## src/rtl/uart_pkg.sv

```systemverilog
// Shared UART definitions: bit-time table, timer width, receive FSM encoding.
package uart_pkg;

  localparam int K_W    = 19;
  localparam int DATA_W = 8;
  localparam int SR_W   = 9;

  typedef enum logic [1:0] {
    IDLE  = 2'd0,
    START = 2'd1,
    DATA  = 2'd2,
    STOP  = 2'd3
  } rx_state_t;

  // Clocks per bit for each BAUD code; the unused codes fall back to the fastest rate.
  function automatic logic [K_W-1:0] bit_time(input logic [3:0] baud);
    case (baud)
      4'd0:    bit_time = 19'd333333;
      4'd1:    bit_time = 19'd83333;
      4'd2:    bit_time = 19'd41667;
      4'd3:    bit_time = 19'd20833;
      4'd4:    bit_time = 19'd10417;
      4'd5:    bit_time = 19'd5208;
      4'd6:    bit_time = 19'd2604;
      4'd7:    bit_time = 19'd1736;
      4'd8:    bit_time = 19'd868;
      4'd9:    bit_time = 19'd434;
      4'd10:   bit_time = 19'd217;
      4'd11:   bit_time = 19'd109;
      default: bit_time = 19'd109;
    endcase
  endfunction

endpackage

```

## src/rtl/receive_eng_if.sv

```systemverilog
// Consumer-side bus of the receive engine: frame status/data out, read strobe in.
interface receive_eng_if;
  import uart_pkg::*;

  logic              read_0;
  logic              rxrdy;
  logic [DATA_W-1:0] rx_data;
  logic              perr;
  logic              ferr;
  logic              ovf;

  modport master (input read_0, output rxrdy, rx_data, perr, ferr, ovf);
  modport slave  (output read_0, input rxrdy, rx_data, perr, ferr, ovf);

endinterface

```

## src/rtl/uart_bit_timer.sv

```systemverilog
// Down-counting bit timer: load a period, pulse done for one cycle when it expires.
// A load in the same cycle as done restarts the count, so periods chain back to back.
module uart_bit_timer
  import uart_pkg::*;
(
  input  logic           clk,
  input  logic           reset,
  input  logic           load,
  input  logic [K_W-1:0] load_val,
  output logic           done
);

  logic [K_W-1:0] cnt;
  logic           active;

  assign done = active && (cnt == K_W'(1));

  // Count down from the loaded period; go inactive once the period has elapsed.
  always_ff @(posedge clk) begin
    if (reset) begin
      cnt    <= '0;
      active <= 1'b0;
    end else if (load) begin
      cnt    <= load_val;
      active <= 1'b1;
    end else if (active) begin
      cnt <= cnt - K_W'(1);
      if (cnt == K_W'(1)) active <= 1'b0;
    end
  end

endmodule

```

## src/rtl/receive_eng.sv

```systemverilog
// UART receive engine: synchronizes RX, frames start/data/parity/stop bits at the
// latched bit rate, and presents the result with ready, parity, framing and overrun flags.
module receive_eng
  import uart_pkg::*;
(
  input  logic         clk,
  input  logic         reset,
  input  logic [3:0]   baud,
  input  logic         eight,
  input  logic         parity_en,
  input  logic         odd_n_even,
  input  logic         rx,
  receive_eng_if.master bus
);

  // Line synchronizer and its validity tracking
  logic rx_p0, rx_p1;
  logic vld_p0, vld_p1;
  logic armed;

  // Frame control
  rx_state_t      state, state_nxt;
  logic           tmr_load, tmr_done;
  logic [K_W-1:0] tmr_val;
  logic           cfg_latch, shift_en, deliver;

  // Latched frame configuration and datapath
  logic [3:0]        baud_l;
  logic              eight_l, par_l, odd_l;
  logic [3:0]        bit_cnt;
  logic [3:0]        n_bits;
  logic [SR_W-1:0]   sr;
  logic [SR_W-1:0]   aligned;
  logic [K_W-1:0]    k_frame;
  logic [DATA_W-1:0] frame_data;
  logic              frame_pbit;

  // Held results seen by the consumer
  logic              held_rdy, held_perr, held_ferr, held_ovf;
  logic [DATA_W-1:0] held_data;

  // True when the received parity bit disagrees with the configured parity of the data.
  function automatic logic parity_err(input logic [DATA_W-1:0] d, input logic pbit,
                                      input logic odd, input logic en);
    parity_err = en & (pbit ^ (^d) ^ odd);
  endfunction

  assign k_frame = bit_time(baud_l);
  assign n_bits  = (eight_l ? 4'd8 : 4'd7) + {3'b000, par_l};

  // Samples enter at the top of the shift register; right-align them by frame length.
  assign aligned    = sr >> (4'd9 - n_bits);
  assign frame_data = eight_l ? aligned[7:0] : {1'b0, aligned[6:0]};
  assign frame_pbit = eight_l ? aligned[8] : aligned[7];

  uart_bit_timer u_timer (
    .clk      (clk),
    .reset    (reset),
    .load     (tmr_load),
    .load_val (tmr_val),
    .done     (tmr_done)
  );

  // --- stage p0/p1: two-flop synchronizer; armed once a real high level is seen ---
  always_ff @(posedge clk) begin
    if (reset) begin
      rx_p0  <= 1'b1;
      rx_p1  <= 1'b1;
      vld_p0 <= 1'b0;
      vld_p1 <= 1'b0;
      armed  <= 1'b0;
    end else begin
      rx_p0  <= rx;
      rx_p1  <= rx_p0;
      vld_p0 <= 1'b1;
      vld_p1 <= vld_p0;
      armed  <= armed | (vld_p1 & rx_p1);
    end
  end

  // FSM state register.
  always_ff @(posedge clk) begin
    if (reset) state <= IDLE;
    else       state <= state_nxt;
  end

  // FSM next state and per-cycle strobes for timer, config latch, shift and delivery.
  always_comb begin
    state_nxt = state;
    tmr_load  = 1'b0;
    tmr_val   = k_frame;
    cfg_latch = 1'b0;
    shift_en  = 1'b0;
    deliver   = 1'b0;
    case (state)
      IDLE: begin
        if (armed && !rx_p1) begin
          cfg_latch = 1'b1;
          tmr_load  = 1'b1;
          tmr_val   = bit_time(baud) >> 1;
          state_nxt = START;
        end
      end
      START: begin
        if (tmr_done) begin
          if (rx_p1) begin
            state_nxt = IDLE;
          end else begin
            tmr_load  = 1'b1;
            state_nxt = DATA;
          end
        end
      end
      DATA: begin
        if (tmr_done) begin
          shift_en = 1'b1;
          tmr_load = 1'b1;
          if (bit_cnt == n_bits - 4'd1) state_nxt = STOP;
        end
      end
      STOP: begin
        if (tmr_done) begin
          deliver   = 1'b1;
          state_nxt = IDLE;
        end
      end
      default: state_nxt = IDLE;
    endcase
  end

  // Frame configuration captured at start detection, then bit counting and sample shifting.
  always_ff @(posedge clk) begin
    if (reset) begin
      baud_l  <= '0;
      eight_l <= 1'b0;
      par_l   <= 1'b0;
      odd_l   <= 1'b0;
      bit_cnt <= '0;
      sr      <= '0;
    end else begin
      if (cfg_latch) begin
        baud_l  <= baud;
        eight_l <= eight;
        par_l   <= parity_en;
        odd_l   <= odd_n_even;
      end
      if (state != DATA)  bit_cnt <= '0;
      else if (shift_en)  bit_cnt <= bit_cnt + 4'd1;
      if (shift_en) sr <= {rx_p1, sr[SR_W-1:1]};
    end
  end

  // --- stage p2: deliver completed frame and manage ready/overrun against reads ---
  always_ff @(posedge clk) begin
    if (reset) begin
      held_rdy  <= 1'b0;
      held_data <= '0;
      held_perr <= 1'b0;
      held_ferr <= 1'b0;
      held_ovf  <= 1'b0;
    end else if (deliver) begin
      held_rdy  <= 1'b1;
      held_data <= frame_data;
      held_perr <= parity_err(frame_data, frame_pbit, odd_l, par_l);
      held_ferr <= ~rx_p1;
      held_ovf  <= held_rdy & ~bus.read_0;
    end else if (bus.read_0 && held_rdy) begin
      held_rdy <= 1'b0;
      held_ovf <= 1'b0;
    end
  end

  assign bus.rxrdy   = held_rdy;
  assign bus.rx_data = held_data;
  assign bus.perr    = held_perr;
  assign bus.ferr    = held_ferr;
  assign bus.ovf     = held_ovf;

endmodule

```

## src/flat_wrapper.sv

```systemverilog
// flat-port wrapper written by rule: the top's interface ports become plain ports
module receive_eng_flat import uart_pkg::*;
  (clk, reset, baud, eight, parity_en, odd_n_even, rx, bus_read_0, bus_rxrdy, bus_rx_data, bus_perr, bus_ferr, bus_ovf);
  receive_eng_if bus_i ();
  input  logic clk;
  input  logic reset;
  input  logic [3:0] baud;
  input  logic eight;
  input  logic parity_en;
  input  logic odd_n_even;
  input  logic rx;
  input wire logic [$bits(bus_i.read_0)-1:0] bus_read_0;
  output wire logic [$bits(bus_i.rxrdy)-1:0] bus_rxrdy;
  output wire logic [$bits(bus_i.rx_data)-1:0] bus_rx_data;
  output wire logic [$bits(bus_i.perr)-1:0] bus_perr;
  output wire logic [$bits(bus_i.ferr)-1:0] bus_ferr;
  output wire logic [$bits(bus_i.ovf)-1:0] bus_ovf;
  assign bus_i.read_0 = bus_read_0;
  assign bus_rxrdy = bus_i.rxrdy;
  assign bus_rx_data = bus_i.rx_data;
  assign bus_perr = bus_i.perr;
  assign bus_ferr = bus_i.ferr;
  assign bus_ovf = bus_i.ovf;
  receive_eng u_core (.clk(clk), .reset(reset), .baud(baud), .eight(eight), .parity_en(parity_en), .odd_n_even(odd_n_even), .rx(rx), .bus(bus_i));
endmodule
```

## config.mk

```make
export PLATFORM = sky130hd
export DESIGN_NAME = receive_eng_flat
export DESIGN_NICKNAME = d
export VERILOG_FILES = /design/src/rtl/uart_pkg.sv /design/src/rtl/receive_eng_if.sv /design/src/rtl/uart_bit_timer.sv /design/src/rtl/receive_eng.sv /design/src/flat_wrapper.sv
export SDC_FILE = /design/constraint.sdc
export NUM_CORES = 1
export LEC_CHECK = 0
export ABC_CLOCK_PERIOD_IN_PS = 6400
export BUFFER_PORTS_ARGS = -buffer_cell sky130_fd_sc_hd__buf_4
export CAP_MARGIN = 20
export CORE_MARGIN = 10
export CORE_UTILIZATION = 65
export DETAILED_ROUTE_END_ITERATION = 12
export PLACE_DENSITY_LB_ADDON = 0.15
export SLEW_MARGIN = 10
export SYNTH_ARGS = -nofsm -noshare
export SYNTH_HDL_FRONTEND = slang
export SYNTH_SLANG_ARGS = --single-unit
```

## constraint.sdc

```tcl
create_clock -name clk -period 6.4 [get_ports clk]
set_input_delay 0.64 -clock clk [delete_from_list [all_inputs] [get_ports clk]]
set_output_delay 0.64 -clock clk [all_outputs]
set_load 0.02 [all_outputs]
```

==> results of run 1 <==
## cells in the final DEF, fill, tap and decap left out, types with 11 or more instances in the layout
cell type,instances
a211oi_1,13
xnor2_1,12
dfxtp_1,77
nand2_1,50
mux2i_1,24
inv_1,18
buf_4,25
ha_1,18
xor2_1,11
nor2_1,51
clkbuf_8,11
nand3_1,14
a21oi_1,38
nor3_1,11
## synth_stat cells, types with 3 or more instances
| library cell | n |
|---|---|
| a211oi_1 | 13 |
| a21o_1 | 3 |
| a21oi_1 | 38 |
| a31oi_1 | 4 |
| and3_1 | 4 |
| buf_1 | 5 |
| buf_2 | 9 |
| buf_6 | 3 |
| clkbuf_1 | 13 |
| dfxtp_1 | 77 |
| ha_1 | 18 |
| inv_1 | 18 |
| mux2_2 | 4 |
| mux2i_1 | 24 |
| mux4_2 | 3 |
| nand2_1 | 50 |
| nand2b_1 | 4 |
| nand3_1 | 14 |
| nand3b_1 | 3 |
| nand4_1 | 3 |
| nor2_1 | 51 |
| nor2b_1 | 9 |
| nor3_1 | 11 |
| nor3b_1 | 5 |
| nor4_1 | 4 |
| o211ai_1 | 7 |
| o21ai_0 | 10 |
| o31ai_1 | 3 |
| or3_1 | 3 |
| xnor2_1 | 12 |
| xor2_1 | 11 |
## per-layer routing
metal	vias up	GRT usage	wire (µm)
li1	1680	-	-
met1	1645	0.231	3990
met2	110	0.293	4490
met3	22	0.0346	425
met4	0	0.108	236
met5	-	0	0
## path summary, 6_finish.rpt
path,from,endpoint,slack (ns)
worst max register to register,u_core.eight_l$_SDFFE_PP0P_,u_core.bus.perr$_SDFFE_PP0P_,3.16
worst min register to register,u_core.rx_p0$_SDFF_PP1_,u_core.rx_p1$_SDFF_PP1_,0.41
worst max-delay path,u_core.eight_l$_SDFFE_PP0P_,u_core.bus.perr$_SDFFE_PP0P_,3.16
worst min-delay path,u_core.rx_p0$_SDFF_PP1_,u_core.rx_p1$_SDFF_PP1_,0.41
## critical path: cells and delay by family (launching register included)
kind / cells / cell delay, ns
multiplexers: 1 / 0.61
XOR/XNOR: 3 / 0.57
AO/OA/AOI/OAI: 1 / 0.14
buffers and inverters: 1 / 0.15
flip-flops: 1 / 0.50
AND/OR/NAND/NOR: 2 / 0.51
adder cells (fa/ha/maj): 1 / 0.70
## sequential cells by signal (all words and copies together), names as in the netlist, 4 cells and up, named ones only
name and cells:
u_core.k_frame 18, u_core.baud_l 4, u_core.u_timer.cnt 19, u_core.bit_cnt 4, u_core.bus.rx_data 8, u_core.sr 9
## per-stage QoR
step           std cells  setup slack, ns
2_1_floorplan        475             3.73
3_3_place_gp         544             3.32
3_5_place_dp         544             3.22
4_1_cts              559             3.17
5_1_grt              559             2.94
6_report             559             3.16
## report_power, final
part           internal [mW]  leakage [nW]  switching, mW
clock                  0.278         0.125          0.174
combinational         0.0308          1.01         0.0469
sequential             0.488         0.623        0.00761
## kinds of logic after synthesis
family / after synthesis / synth area share
compound gates: 100 / 0.160
xor+xnor: 24 / 0.0542
fa+ha+maj: 18 / 0.0545
buf+inv: 49 / 0.0536
flops: 77 / 0.373
mux: 31 / 0.0854
simple gates: 176 / 0.219
## cell type report
type | count | share of cell area
Multi-Input combinational cell | 349 | 0.526
Inverter | 18 | 0.0150
Sequential cell | 77 | 0.342
Tap cell | 75 | 0.0208
Clock buffer | 11 | 0.0336
Clock inverter | 4 | 0.0211
Timing Repair Buffer | 25 | 0.0417
==> impl_metrics.json, run 1 <==
{
  "drc": 0,
  "period_needed_ns": 3.24,
  "clockBufferDepth": 2,
  "seq_area_um2": 1540,
  "cts_tree": "done",
  "die_area_um2": 9950,
  "rows": 28,
  "hold_viol": 0,
  "drt_pass1_iterations": 6,
  "wl_per_cell_um": 16.4,
  "worstSetupEndpointType": "flip-flop",
  "drtIter0Drc": 214,
  "clock_latency_ns": 0.35,
  "slew_headroom": 0.324,
  "setup_viol": 0,
  "place_area_um2": 4260,
  "rr_worst_depth": 9,
  "ys_seq_area_frac": 0.373,
  "fin_skew_ns": 0.00413,
  "grt_pass1_wl_um": 15400,
  "cts_sinks": 77,
  "postCtsSetupRepairBufs": 0,
  "synth_flop_cell": "dfxtp_1",
  "syn_avg_cell_area_um2": 8.70,
  "syn_to_final_growth_pct": 9.06,
  "worstSetupPathType": "reg -> reg",
  "core_area_um2": 6060,
  "grt.total_usage": 0.186,
  "gp_congestion": 0.903,
  "utilization": 0.743,
  "max_freq_ghz": 0.308,
  "status": "complete, no violations",
  "leakage_nw": 1.76,
  "io_pins": 23,
  "htreeDepth": 3,
  "worstPathRequired_ns": 6.68,
  "hpwl_um": 6320,
  "critical_path.slowest_cell": "ha_1",
  "slew_viol_final": 0,
  "maxCapViolCount": 0,
  "antenna_cells": 0,
  "slowest_delay_ns": 0.70,
  "hold_ws_ns": 0.415,
  "synth_fp_nets": 504,
  "hold_path_depth": 1,
  "yosysWarnings": 0,
  "synth_seq_cells": 77,
  "power_density_nw_per_um2": 227,
  "syn_area_um2": 4130,
  "yosysTopAreaCell": "dfxtp_1",
  "postLayoutCellArea_um2": 4510,
  "multiInputGateArea_um2": 2370,
  "finalCritPeriodShare": 0.507,
  "worstPathMaxFanout": 15,
  "max-vdd-ir-drop_mv": 0.147,
  "die_x_um": 99.7,
  "synth_edf_count": 0,
  "wl_um": 9140,
  "gr-total-overflow": 0,
  "tightest_slew_ns": 1.01,
  "grt_max_degree": 55,
  "yosysTopAreaCellShare": 0.373,
  "synth_cell_types": 63,
  "crit_path_start_kind": "flip-flop",
  "worstPathCellList": "inv_1, ha_1, mux4_2, xor2_1, xnor3_1, xnor2_1, or3_1, and2_4, o211ai_2",
  "grt_pass1_vias": 3159,
  "synth.area.top_cells": "dfxtp_1, mux2i_1, ha_1",
  "cts_inserted_buffers": 9,
  "holdCritPathClass": "reg -> reg",
  "finalSetupTns_ns": 0,
  "vias": 3457,
  "synthCells": 475,
  "postRouteAntennaNets": 0,
  "rsz0062_at_grt": "false",
  "finalNetCount": 509,
  "antenna_found_initial": 0,
  "port_buffers": 22,
  "finalPower_mw": 1.02,
  "holdBufCountCts": 0,
  "cts_resized": 0,
  "start_util": 0.682,
  "fillers": 450,
  "cp.arrival_ns": 3.53,
  "ys_async_sr_fraction": 0,
  "dieHeight_um": 99.7,
  "clk_pin_slew_ns": 0.07,
  "routed_via_density": 6.18,
  "clockRootBuffer": "clkbuf_8",
  "drive_above_1_share": 0.124
}
(Power assumes the default switching activity.)
==> run 2: changes to the inputs <==
- ABC_CLOCK_PERIOD_IN_PS: 6400 -> 2950
- CORE_UTILIZATION: 65 -> 55
- clock period: 6.4 -> 2.95 ns (I/O delays scaled with it)
==> run 2 against run 1 <==
  * Die area is 14% higher
  * Sequential power is 120% higher
  * Register-to-register slack worse by 2.9 ns
  * Sequential share of layout area is 0.40 points lower
  * Hold slack worse by 0.29 ns
  * Clock skew is 0.0048 ns higher
  * Largest power group unchanged
  * Wire length is 1.8% higher
  * Critical endpoint unchanged
  * Final area is 1.2% higher
  * Non-clock buffer count is 9 higher
  * Utilization is 12 points lower
  * Via count is 3.8% lower
  * Highest routed layer unchanged
==> impl_metrics.json, run 2 (same netlist as run 1, synthesis figures left out) <==
{
  "cts_sinks": 77,
  "max-vdd-ir-drop_mv": 0.303,
  "gp_congestion": 0.896,
  "layout_commonest_cell": "dfxtp_1",
  "die_x_um": 107,
  "hold_path_depth": 2,
  "io_pins": 23,
  "drtIter0Drc": 226,
  "seq_area_um2": 1540,
  "max_freq_ghz": 0.366,
  "grt.total_usage": 0.167,
  "r2r-end": "u_core.bus.perr$_SDFFE_PP0P_",
  "clk_pin_slew_ns": 0.08,
  "clockBufferDepth": 2,
  "antenna_found_initial": 0,
  "clockRootBuffer": "clkbuf_8",
  "fillers": 660,
  "drc": 0,
  "slowest_delay_ns": 0.41,
  "rows": 31,
  "tightest_slew_ns": 0.764,
  "worstPathMaxFanout": 13,
  "worstSetupPathType": "reg -> reg",
  "drive_above_1_share": 0.138,
  "rr_worst_depth": 9,
  "finalCritPeriodShare": 0.927,
  "postCtsSetupRepairBufs": 0,
  "routed_via_density": 5.61,
  "cp.arrival_ns": 3.02,
  "worstSetupEndpointType": "flip-flop",
  "syn_to_final_growth_pct": 10.4,
  "multiInputGateArea_um2": 2370,
  "worstPathRequired_ns": 3.24,
  "hold_viol": 0,
  "start_util": 0.567,
  "grt_pass1_wl_um": 15600,
  "crit_family": "XOR/XNOR gates",
  "cts_inserted_buffers": 9,
  "dieHeight_um": 107,
  "clock_latency_ns": 0.36,
  "finalNetCount": 518,
  "worstHoldEndpoint": "u_core.rx_p0$_SDFF_PP1_",
  "port_buffers": 22,
  "htreeDepth": 3,
  "grt_pass1_vias": 3171,
  "hpwl_um": 6620,
  "wl_um": 9300,
  "worstHoldStart": "rx",
  "leakage_nw": 1.78,
  "maxCapViolCount": 0,
  "holdBufCountCts": 0,
  "die_area_um2": 11400,
  "fin_skew_ns": 0.00897,
  "postRouteAntennaNets": 0,
  "finalSetupTns_ns": 0,
  "antenna_cells": 0,
  "final_cell_mix": "dfxtp_1, nor2_1, nand2_1",
  "hold_ws_ns": 0.128,
  "vias": 3326,
  "crit_buf_inv": 2,
  "drt_pass1_iterations": 4,
  "ff2ff_setup_slack_ns": 0.22,
  "wl_per_cell_um": 15.7,
  "core_area_um2": 7290,
  "slew_headroom": 0.491,
  "rsz0062_at_grt": "false",
  "cts_resized": 0,
  "gr-total-overflow": 0,
  "setup_viol": 0,
  "regMostFlops": "u_core.u_timer.cnt",
  "critical_path.slowest_cell": "dfxtp_1",
  "layoutNonFillerInstCount": 593,
  "worstPathCellList": "inv_1, ha_1, buf_4, mux2_2, xnor3_1, xnor2_1, or3_1, and2_4, o211ai_2",
  "period_needed_ns": 2.73,
  "crit_path_start_kind": "flip-flop",
  "cts_tree": "done",
  "placedCellCount": 577,
  "power_density_nw_per_um2": 454,
  "r2r-start": "u_core.par_l$_SDFFE_PP0P_",
  "largest_register_ffs": 19,
  "status": "complete, no violations",
  "holdCritPathClass": "in -> reg",
  "slew_viol_final": 0,
  "grt_max_degree": 50
}
-- run 2: cell count changes in the layout (fill, tap and decap cells not counted), sizes merged --
cell / before / now
clkbuf: 11 / 13
clkinv: 1 / 2
bufinv: 3 / 1
buf: 25 / 34
-- run 2: layer usage --
metal  global-route usage  vias up  wire, µm
met1                0.243     1550      4690
met5                    0        -         0
li1                     -     1700         -
met4               0.0667        0       125
met2                0.234       66      3950
met3               0.0347       10       535
-- run 2: stage by stage --
step | cell area, µm² | util | setup WS, ns | power (mW)
final | 4560 | 0.625 | 0.215 | 2.07
after floorplan | 4130 | - | 0.276 | 1.22
after global placement | 4360 | 0.597 | 0.314 | 1.26
after global routing | 4560 | 0.625 | 0.0218 | 2.15
after detailed placement | 4360 | 0.597 | 0.215 | 1.27
after CTS | 4560 | 0.625 | 0.191 | 2.08
-- run 2: worst max-delay path by stage --
stage | startpoint | end | slack, ns | cells past startpoint
3_3_place_gp | u_core.par_l$_SDFFE_PP0P_ | u_core.bus.perr$_SDFFE_PP0P_ | 0.31 | 9
6_report | u_core.par_l$_SDFFE_PP0P_ | u_core.bus.perr$_SDFFE_PP0P_ | 0.22 | 9
3_5_place_dp | u_core.par_l$_SDFFE_PP0P_ | u_core.bus.perr$_SDFFE_PP0P_ | 0.22 | 9
5_1_grt | u_core.par_l$_SDFFE_PP0P_ | u_core.bus.perr$_SDFFE_PP0P_ | 0.02 | 9
2_1_floorplan | u_core.eight_l$_SDFFE_PP0P_ | u_core.bus.perr$_SDFFE_PP0P_ | 0.28 | 10
4_1_cts | u_core.par_l$_SDFFE_PP0P_ | u_core.bus.perr$_SDFFE_PP0P_ | 0.19 | 9
-- run 2: layout make-up --
cell class / count / share of cell area
clock inverters: 3 / 0.00960
repair buffers: 34 / 0.0560
clock buffers: 13 / 0.0349
well taps: 99 / 0.0272
multi-input cells: 349 / 0.519
flip-flops and latches: 77 / 0.338
inverters: 18 / 0.0148
-- run 2: power by group --
group	switching (mW)	internal, mW	leakage (nW)
clock	0.386	0.438	0.104
combinational	0.102	0.0691	1.06
sequential	0.0164	1.06	0.623
